<file path="src/rtl/mem_port_arbiter.sv">
// mem_port_arbiter
// Shares one single-port unified instruction/data memory between the Fetch
// stage (instruction reads) and the Memory stage (loads/stores). Each access
// is granted in IDLE, then timed through a fixed-latency memory by a down
// counter in BUSY. The read data, or a store acknowledge, goes back to the
// requester that owns the access. Only one access is outstanding at a time.
//
// Optional feature: define MEM_ARB_RR_EN to replace fixed data-stage priority
// with alternating priority on simultaneous requests.
module mem_port_arbiter #(
  parameter int ADDR_WIDTH = 32,
  parameter int DAT_WIDTH  = 32,
  parameter int MEM_LAT    = 2
) (
  input  logic                  clk,
  input  logic                  rst_n,
  input  logic                  if_req,
  input  logic [ADDR_WIDTH-1:0] if_addr,
  output logic                  if_gnt,
  output logic                  if_rvalid,
  output logic [DAT_WIDTH-1:0]  if_rdata,
  input  logic                  dm_req,
  input  logic                  dm_we,
  input  logic [ADDR_WIDTH-1:0] dm_addr,
  input  logic [DAT_WIDTH-1:0]  dm_wdata,
  output logic                  dm_gnt,
  output logic                  dm_rvalid,
  output logic [DAT_WIDTH-1:0]  dm_rdata,
  output logic                  mem_en,
  output logic                  mem_we,
  output logic [ADDR_WIDTH-1:0] mem_addr,
  output logic [DAT_WIDTH-1:0]  mem_wdata,
  input  logic [DAT_WIDTH-1:0]  mem_rdata,
  output logic                  busy_o
);

  localparam int CNT_W = $clog2(MEM_LAT + 1);
  localparam logic [CNT_W-1:0] CNT_LOAD = CNT_W'(MEM_LAT);
  localparam logic [CNT_W-1:0] CNT_ONE  = CNT_W'(1);

  typedef enum logic {IDLE, BUSY} state_t;

  state_t           state;
  state_t           state_next;
  logic [CNT_W-1:0] cnt;
  logic             owner_dm;
  logic             owner_we;
  logic             win_if;
  logic             win_dm;
  logic             access_done;

`ifdef MEM_ARB_RR_EN
  logic             last_dm;

  // Remember who won the most recent arbitration so a tie goes to the other side
  always_ff @(posedge clk) begin
    if (!rst_n) begin
      last_dm <= 1'b0;
    end else if (win_dm) begin
      last_dm <= 1'b1;
    end else if (win_if) begin
      last_dm <= 1'b0;
    end
  end
`endif

  // Pick a winner in IDLE; a tie goes to the data stage unless alternating priority is enabled
  always_comb begin
    win_if = 1'b0;
    win_dm = 1'b0;
    if (state == IDLE) begin
      if (if_req && dm_req) begin
`ifdef MEM_ARB_RR_EN
        if (last_dm) begin
          win_if = 1'b1;
        end else begin
          win_dm = 1'b1;
        end
`else
        win_dm = 1'b1;
`endif
      end else if (dm_req) begin
        win_dm = 1'b1;
      end else if (if_req) begin
        win_if = 1'b1;
      end
    end
  end

  // The access completes in the BUSY cycle where the latency counter has drained
  always_comb begin
    access_done = (state == BUSY) && (cnt == '0);
  end

  // State register
  always_ff @(posedge clk) begin
    if (!rst_n) begin
      state <= IDLE;
    end else begin
      state <= state_next;
    end
  end

  // Next-state logic: a win starts an access, a drained counter ends it
  always_comb begin
    state_next = state;
    case (state)
      IDLE: if (win_if || win_dm) state_next = BUSY;
      BUSY: if (access_done)      state_next = IDLE;
      default: state_next = IDLE;
    endcase
  end

  // Issue side: one-cycle grant and memory strobe, with address/data captured from the winner
  always_ff @(posedge clk) begin
    if (!rst_n) begin
      if_gnt    <= 1'b0;
      dm_gnt    <= 1'b0;
      mem_en    <= 1'b0;
      mem_we    <= 1'b0;
      mem_addr  <= '0;
      mem_wdata <= '0;
    end else begin
      if_gnt <= 1'b0;
      dm_gnt <= 1'b0;
      mem_en <= 1'b0;
      mem_we <= 1'b0;
      if (win_dm) begin
        dm_gnt    <= 1'b1;
        mem_en    <= 1'b1;
        mem_we    <= dm_we;
        mem_addr  <= dm_addr;
        mem_wdata <= dm_wdata;
      end else if (win_if) begin
        if_gnt    <= 1'b1;
        mem_en    <= 1'b1;
        mem_addr  <= if_addr;
        mem_wdata <= '0;
      end
    end
  end

  // Ownership and latency counter: loaded on a grant, counted down while the memory works
  always_ff @(posedge clk) begin
    if (!rst_n) begin
      cnt      <= '0;
      owner_dm <= 1'b0;
      owner_we <= 1'b0;
    end else if (win_dm || win_if) begin
      cnt      <= CNT_LOAD;
      owner_dm <= win_dm;
      owner_we <= win_dm && dm_we;
    end else if ((state == BUSY) && (cnt != '0)) begin
      cnt <= cnt - CNT_ONE;
    end
  end

  // Response side: only the owner's rvalid pulses and only its rdata changes
  always_ff @(posedge clk) begin
    if (!rst_n) begin
      if_rvalid <= 1'b0;
      dm_rvalid <= 1'b0;
      if_rdata  <= '0;
      dm_rdata  <= '0;
    end else begin
      if_rvalid <= 1'b0;
      dm_rvalid <= 1'b0;
      if (access_done) begin
        if (owner_dm) begin
          dm_rvalid <= 1'b1;
          dm_rdata  <= owner_we ? '0 : mem_rdata;
        end else begin
          if_rvalid <= 1'b1;
          if_rdata  <= mem_rdata;
        end
      end
    end
  end

  // Busy flag follows the FSM state
  always_comb begin
    busy_o = (state == BUSY);
  end

endmodule

</file>
<file path="config.mk">
export PLATFORM = sky130hd
export DESIGN_NAME = mem_port_arbiter
export DESIGN_NICKNAME = d
export VERILOG_FILES = /design/src/rtl/mem_port_arbiter.sv
export SDC_FILE = /design/constraint.sdc
export NUM_CORES = 1
export LEC_CHECK = 0
export ABC_CLOCK_PERIOD_IN_PS = 1600
export CORE_MARGIN = 1.5
export CORE_UTILIZATION = 40
export DETAILED_ROUTE_END_ITERATION = 6
export MAX_ROUTING_LAYER = met4
export PLACE_DENSITY_LB_ADDON = 0.2
export SLEW_MARGIN = 20
export SYNTH_ARGS = -nofsm -noshare
export SYNTH_HDL_FRONTEND = slang
export SYNTH_SLANG_ARGS = --single-unit
</file>
<file path="constraint.sdc">
create_clock -name clk -period 1.6 [get_ports clk]
set_input_delay 0.32 -clock clk [delete_from_list [all_inputs] [get_ports clk]]
set_output_delay 0.32 -clock clk [all_outputs]
set_load 0.02 [all_outputs]
</file>
==> results of run 1 <==
-- registers in the layout (all words and copies together), names as in the netlist --
register and cells:
busy_o 1, cnt 2, dm_gnt 1, dm_rdata 32, dm_rvalid 1, if_gnt 1
if_rdata 32, if_rvalid 1, mem_addr 32, mem_en 1, mem_wdata 32, mem_we 1
owner_dm 1, owner_we 1
-- per-stage QoR --
stage / hold WS (ps) / util (%) / setup WS [ps] / instance area, µm²
2_1_floorplan: 397 / - / 116 / 5150
3_3_place_gp: 439 / 64.6 / -156 / 8130
3_5_place_dp: 448 / 64.6 / -212 / 8130
4_1_cts: 453 / 68.1 / 82.6 / 8560
5_1_grt: 463 / 68.1 / 40.2 / 8560
6_report: 449 / 68.1 / 108 / 8560
-- power by group --
| group | leakage (nW) | switching (mW) | internal, mW |
|---|---|---|---|
| Sequential | 1.14 | 0.145 | 3.72 |
| Combinational | 2.44 | 0.969 | 0.902 |
| Clock | 0.296 | 1.49 | 2.49 |
| Total | 3.87 | 2.60 | 7.12 |
-- routing by layer --
layer,GRT usage [%],vias up,routed length [µm],part of all wire (%)
li1,-,2277,-,-
met1,25.4,2206,6140,39
met2,40.7,216,7900,50
met3,6.07,34,1280,8.1
met4,10.4,0,428,2.7
met5,-,-,0,0
-- layout make-up --
type                            instances  area [µm²]
Sequential cell                       139        2780
Tap cell                              172         215
Fill cell                            1011        4000
Inverter                                4        15.0
Timing Repair Buffer                  291        2810
Clock buffer                           18         439
Multi-Input combinational cell        311        2130
Clock inverter                         14         169
-- path summary, 6_finish.rpt --
path / endpoint / slack (ps) / cells past startpoint
worst max-delay path: busy_o / 110 / 1
worst min register to register: if_rdata[16] / 450 / 2
worst max register to register: dm_rdata[20] / 190 / 6
worst min-delay path: if_rdata[16] / 450 / 2
-- layout by cell type, fill, tap and decap left out, types with 2 or more instances in the layout --
cell | Yosys | layout
buf_12 | 0 | 10
a21oi_1 | 64 | 64
mux2i_1 | 32 | 32
nand2_1 | 98 | 98
o2bb2ai_1 | 5 | 5
clkdlybuf4s50_1 | 0 | 132
clkinv_4 | 0 | 3
o2bb2ai_2 | 27 | 27
dlygate4sd2_1 | 0 | 135
clkinvlp_4 | 0 | 2
clkinv_2 | 0 | 4
nand3b_1 | 33 | 33
dfxtp_1 | 139 | 139
inv_6 | 0 | 2
nor2_1 | 3 | 3
bufinv_16 | 0 | 3
buf_4 | 6 | 14
clkbuf_16 | 0 | 17
a22o_1 | 33 | 33
inv_1 | 3 | 3
and2_1 | 2 | 2
-- kinds of logic (layout without fill, tap and decap cells) --
logic type	Yosys count	count (layout)	share of synthesized area (%)
buffers and inverters	47	327	4.62
AND/OR/NAND/NOR	144	144	13.6
AO/OA/AOI/OAI	132	132	20.9
multiplexers	33	33	6.44
XOR/XNOR	1	1	0.170
adder cells (fa/ha/maj)	1	1	0.243
flip-flops	139	139	54.0
-- timing repair --
item                                    CTS  global route
gates resized for setup                 135             0
endpoints found under the setup margin  135             0
setup buffers                             0             0
==> impl_results.md, run 1 <==
- Top post-synthesis cells by count: 139 x dfxtp_1, 98 x nand2_1, 64 x a21oi_1
- Synth area leader: dfxtp_1
- Layout area overhead: 66.3%
- Sink Count: 139
- Maxcap violations: 0
- Synth Area per Inst: 10.4 µm²
- Post-synth top area share: 54.0%
- Post-Syn Area: 5150 µm²
- Synth Flop Type: dfxtp_1
- FFs w/ async S/R, synth: 0%
- Max frequency: 0.670 GHz
- Tot GR Track Use: 23.5%
- Final hold vios: 0
- Final WL: 15.7 mm
- Required @ worst endpoint: 1280 ps
- Clock root cell: clkbuf_16
- Mapped Cells: 497
- WL per Instance: 16.6 µm
- Overall Power: 9.72 mW
- Clk_lat worst skew: 420 ps
- # IOs: 268
- Detail Placement HPWL: 11.4 mm
- CTS tree: yes
- Hold Buf Count CTS: 0
- Slew @ Worst Pin: 378 ps
- CORE AREA: 12600 µm²
- Setup Viol. Count Final: 0
- First-pass DRT Iterations: 5
- Clk buf depth: 2
- CP startpoint kind: flop
- Most frequent cell after synthesis: dfxtp_1
- Congestion Overflow GR: 0
- Crit end category: primary output
- Final routed DRC violation total: 0
- CP max-delay cell: dfxtp_1
- Final clock skew: 8.03 ps
- Die W: 116 µm
- Global-route wire length before repair: 23.4 mm
- Routability cong.: 0.824
- RR Startpoint: cnt[0]
- Top delay family on crit path: flip-flops
- Clock transition at the registers of the reported paths: 60 ps
- Tcrit/Tclk final: 93.2%
- Total CTS buffers: 17
- Crit Path Max Fanout: 5
- Synthesized net count: 631
- Die H: 116 µm
- Post-route insts no fill: 949
- Fraction of layout instances using a drive strength above 1: 11.5%
- DR vias: 4733
- Setup crit start: busy_o
- Buf/Inv on CP: 1
- Post-synth EDFFs: 0
- PortBufs: 267
- Static Leak: 3.87 nW
- Initial antenna violation count: 0
- Fin. max-slew vios: 0
- Rel. slew slack: 74.5%
- Rows: 41
- Worst vdd ir: 0.576 mV
- Max H-tree Level: 4
- Vias in the first global route: 4649
- Post-route setup TNS: 0 ps
- NumNets Final: 898
- Yosys warns: 0
- Initial core utilization: 41.0%
- Cell breakdown of the critical path: dlygate4sd2_1
- Routed Antenna Nets: 0
- Diodes inserted: 0
- Largest stage delay on the critical path: 390 ps
- Largest net degree at the start of global routing: 68
- Seq/Total Area, Yosys: 54.0%
- Type of the worst setup path: reg -> out
- Min Tclk post-route: 1490 ps
- Post-placement cell count: 917
- Hold Path Class: reg -> reg
- RSZ-0062 raised after global routing: no
- Initial DRC count: 290
- Pwr dens: 1140 nW/µm²
- Hold path start: if_rdata[16]
- Vias per cell: 4.99
- Area of the die: 13600 µm²
- Cell variety after synth: 30
- Yosys reg bits: 139
- Worst EP arrival: 1170 ps
- Status: complete, no violations
- Area contributors post-synth: dfxtp_1 54%, o2bb2ai_2 7.9%, nand2_1 7.1%, a21oi_1 6.2%, mux2i_1 6.2%
Note: power is estimated with default switching activity, not from simulation.
==> run 2: changes to the inputs <==
SETUP_SLACK_MARGIN = 0.05   (was not set)
==> run 2 against run 1 <==
  * Largest cell class unchanged
  * Via count fell by 0.55%
  * Clock-buffer cell count did not move
  * Die area did not move
  * Critical path type unchanged
==> impl_results.md, run 2 (synthesis results as in run 1) <==
- Cell breakdown of the critical path: dlygate4sd2_1
- Buf/Inv on CP: 1 (unchanged)
- Tot GR Track Use: 23.5% (unchanged)
- Die W: 116 µm (unchanged)
- Routability cong.: 0.824 (unchanged)
- Largest net degree at the start of global routing: 68 (unchanged)
- # IOs: 268 (unchanged)
- Congestion Overflow GR: 0 (unchanged)
- Initial DRC count: 289 (-0.34%)
- Clk buf depth: 2 (unchanged)
- Routed Antenna Nets: 0 (unchanged)
- DR vias: 4707 (-0.55%)
- Detail Placement HPWL: 11.4 mm (unchanged)
- Setup Viol. Count Final: 0 (unchanged)
- Final routed DRC violation total: 0 (unchanged)
- Pre-CTS WS: -212 ps (unchanged)
- Fraction of layout instances using a drive strength above 1: 11.6% (+0.13 points)
- Total CTS buffers: 17 (unchanged)
- Max frequency: 0.668 GHz (-0.39%)
- Rel. slew slack: 75.1% (+0.64 points)
- Initial antenna violation count: 0 (unchanged)
- Clk_lat worst skew: 410 ps (about the same)
- CORE AREA: 12600 µm² (unchanged)
- Final WL: 15.7 mm (-0.11%)
- Status: complete, no violations
- Largest stage delay on the critical path: 400 ps (about the same)
- CP startpoint kind: flop
- Global-route wire length before repair: 23.4 mm (unchanged)
- Fin. max-slew vios: 0 (unchanged)
- Tcrit/Tclk final: 93.6% (+0.36 points)
- Vias in the first global route: 4649 (unchanged)
- Final Core Density: 68.2% (about the same)
- Diodes inserted: 0 (unchanged)
- Die H: 116 µm (unchanged)
- Static Leak: 3.87 nW (about the same)
- Hold Path Class: reg -> reg
- PortBufs: 267 (unchanged)
- Crit Path Max Fanout: 5 (unchanged)
- Final clock skew: 6.21 ps (-1.82 ps)
- Vias per cell: 4.96 (-0.55%)
- CTS tree: yes
- Clock root cell: clkbuf_16
- Most frequent cells in the layout: 139 x dfxtp_1, 135 x dlygate4sd2_1, 132 x clkdlybuf4s50_1
- First-pass DRT Iterations: 4 (-1)
- Min Tclk post-route: 1500 ps (+5.78 ps)
- Maxcap violations: 0 (unchanged)
- Top delay family on crit path: flip-flops
- Worst vdd ir: 0.575 mV (-0.20%)
- Max H-tree Level: 4 (unchanged)
- Initial core utilization: 41.0% (unchanged)
- Area of the die: 13600 µm² (unchanged)
- Post-placement cell count: 917 (unchanged)
- Required @ worst endpoint: 1280 ps (about the same)
- Final hold vios: 0 (unchanged)
- Crit end category: primary output
- NumNets Final: 898 (unchanged)
- WL per Instance: 16.6 µm (-0.11%)
- Type of the worst setup path: reg -> out
- Slew @ Worst Pin: 368 ps (-9.52 ps)
- Clock transition at the registers of the reported paths: 60 ps (about the same)
- Pwr dens: 1140 nW/µm² (about the same)
- Post-CTS setup buffers: 0 (unchanged)
- Layout area overhead: 66.4% (about the same)
- CP max-delay cell: dfxtp_1
- Sink Count: 139 (unchanged)
- Final WS setup: 102 ps (-5.78 ps)
- Post-route insts no fill: 949 (unchanged)
- Rows: 41 (unchanged)
- FILL cells: 1010 (-0.099%)
- RSZ-0062 raised after global routing: no
- Overall Power: 9.73 mW (about the same)
- Worst EP arrival: 1180 ps (about the same)
- Most common cell after layout, fill and taps aside: dfxtp_1
-- run 2: cell count changes in the layout (fill, tap and decap cells not counted) --
cell / before / now
ha_2: 0 / 1
ha_1: 1 / 0
-- run 2: cell type report --
class	instances	area (µm²)	share of cell area, %
repair buffers	291	2810	32.8
clock buffers	18	439	5.13
multi-input cells	311	2140	24.9
inverters	4	15.0	0.175
well taps	172	215	2.51
clock inverters	14	169	1.97
flip-flops and latches	139	2780	32.5
-- run 2: worst reg2reg max path, stage by stage, from the launching register on --
cell and delay (ps):
dfxtp_1 300, inv_1 90, ha_2 220, and3_1 220
buf_12 200, nand3b_1 120, a21oi_1 170
-- run 2: metrics by stage --
stage / cell area, µm² / hold slack, ps / TNS (ps)
finish: 8570 / 451 / 0
global route: 8570 / 463 / 0
CTS: 8560 / 453 / 0
detailed placement: 8130 / 448 / -10090
global placement: 8130 / 439 / -7310
floorplan: 5150 / 397 / 0
-- run 2: what timing repair did --
item                       CTS  global route
pin swaps                    0             0
hold buffers                 0             0
setup endpoints to repair  135             2
gates resized for setup    135             1
gates cloned                 0             0
-- run 2: path summary, 6_finish.rpt --
check             depth (start not counted)    startpoint  slack (ps)      endpoint
setup / recovery                          1        busy_o         100        busy_o
setup reg to reg                          6        cnt[0]         220   dm_rdata[9]
hold / removal                            2  dm_rdata[31]         450  dm_rdata[31]
hold reg to reg                           2  dm_rdata[31]         450  dm_rdata[31]
-- run 2: metal layers --
layer  share of wire (%)  track usage (%)
met4                 2.7             10.4
met3                 7.3             6.07
met2                  51             40.7
met1                  39             25.4
met5                   0                -
-- run 2: power by group --
group          total, mW  switching [mW]  internal [mW]
logic               1.87           0.970          0.904
clock network       3.98            1.49           2.49
registers           3.87           0.146           3.72
total               9.73            2.61           7.12
==> run 3: changes to the inputs <==
CAP_MARGIN = 5   (was not set)
==> results of run 3 <==
Same layout as run 2: the final DEF is identical, and so are final timing and power.
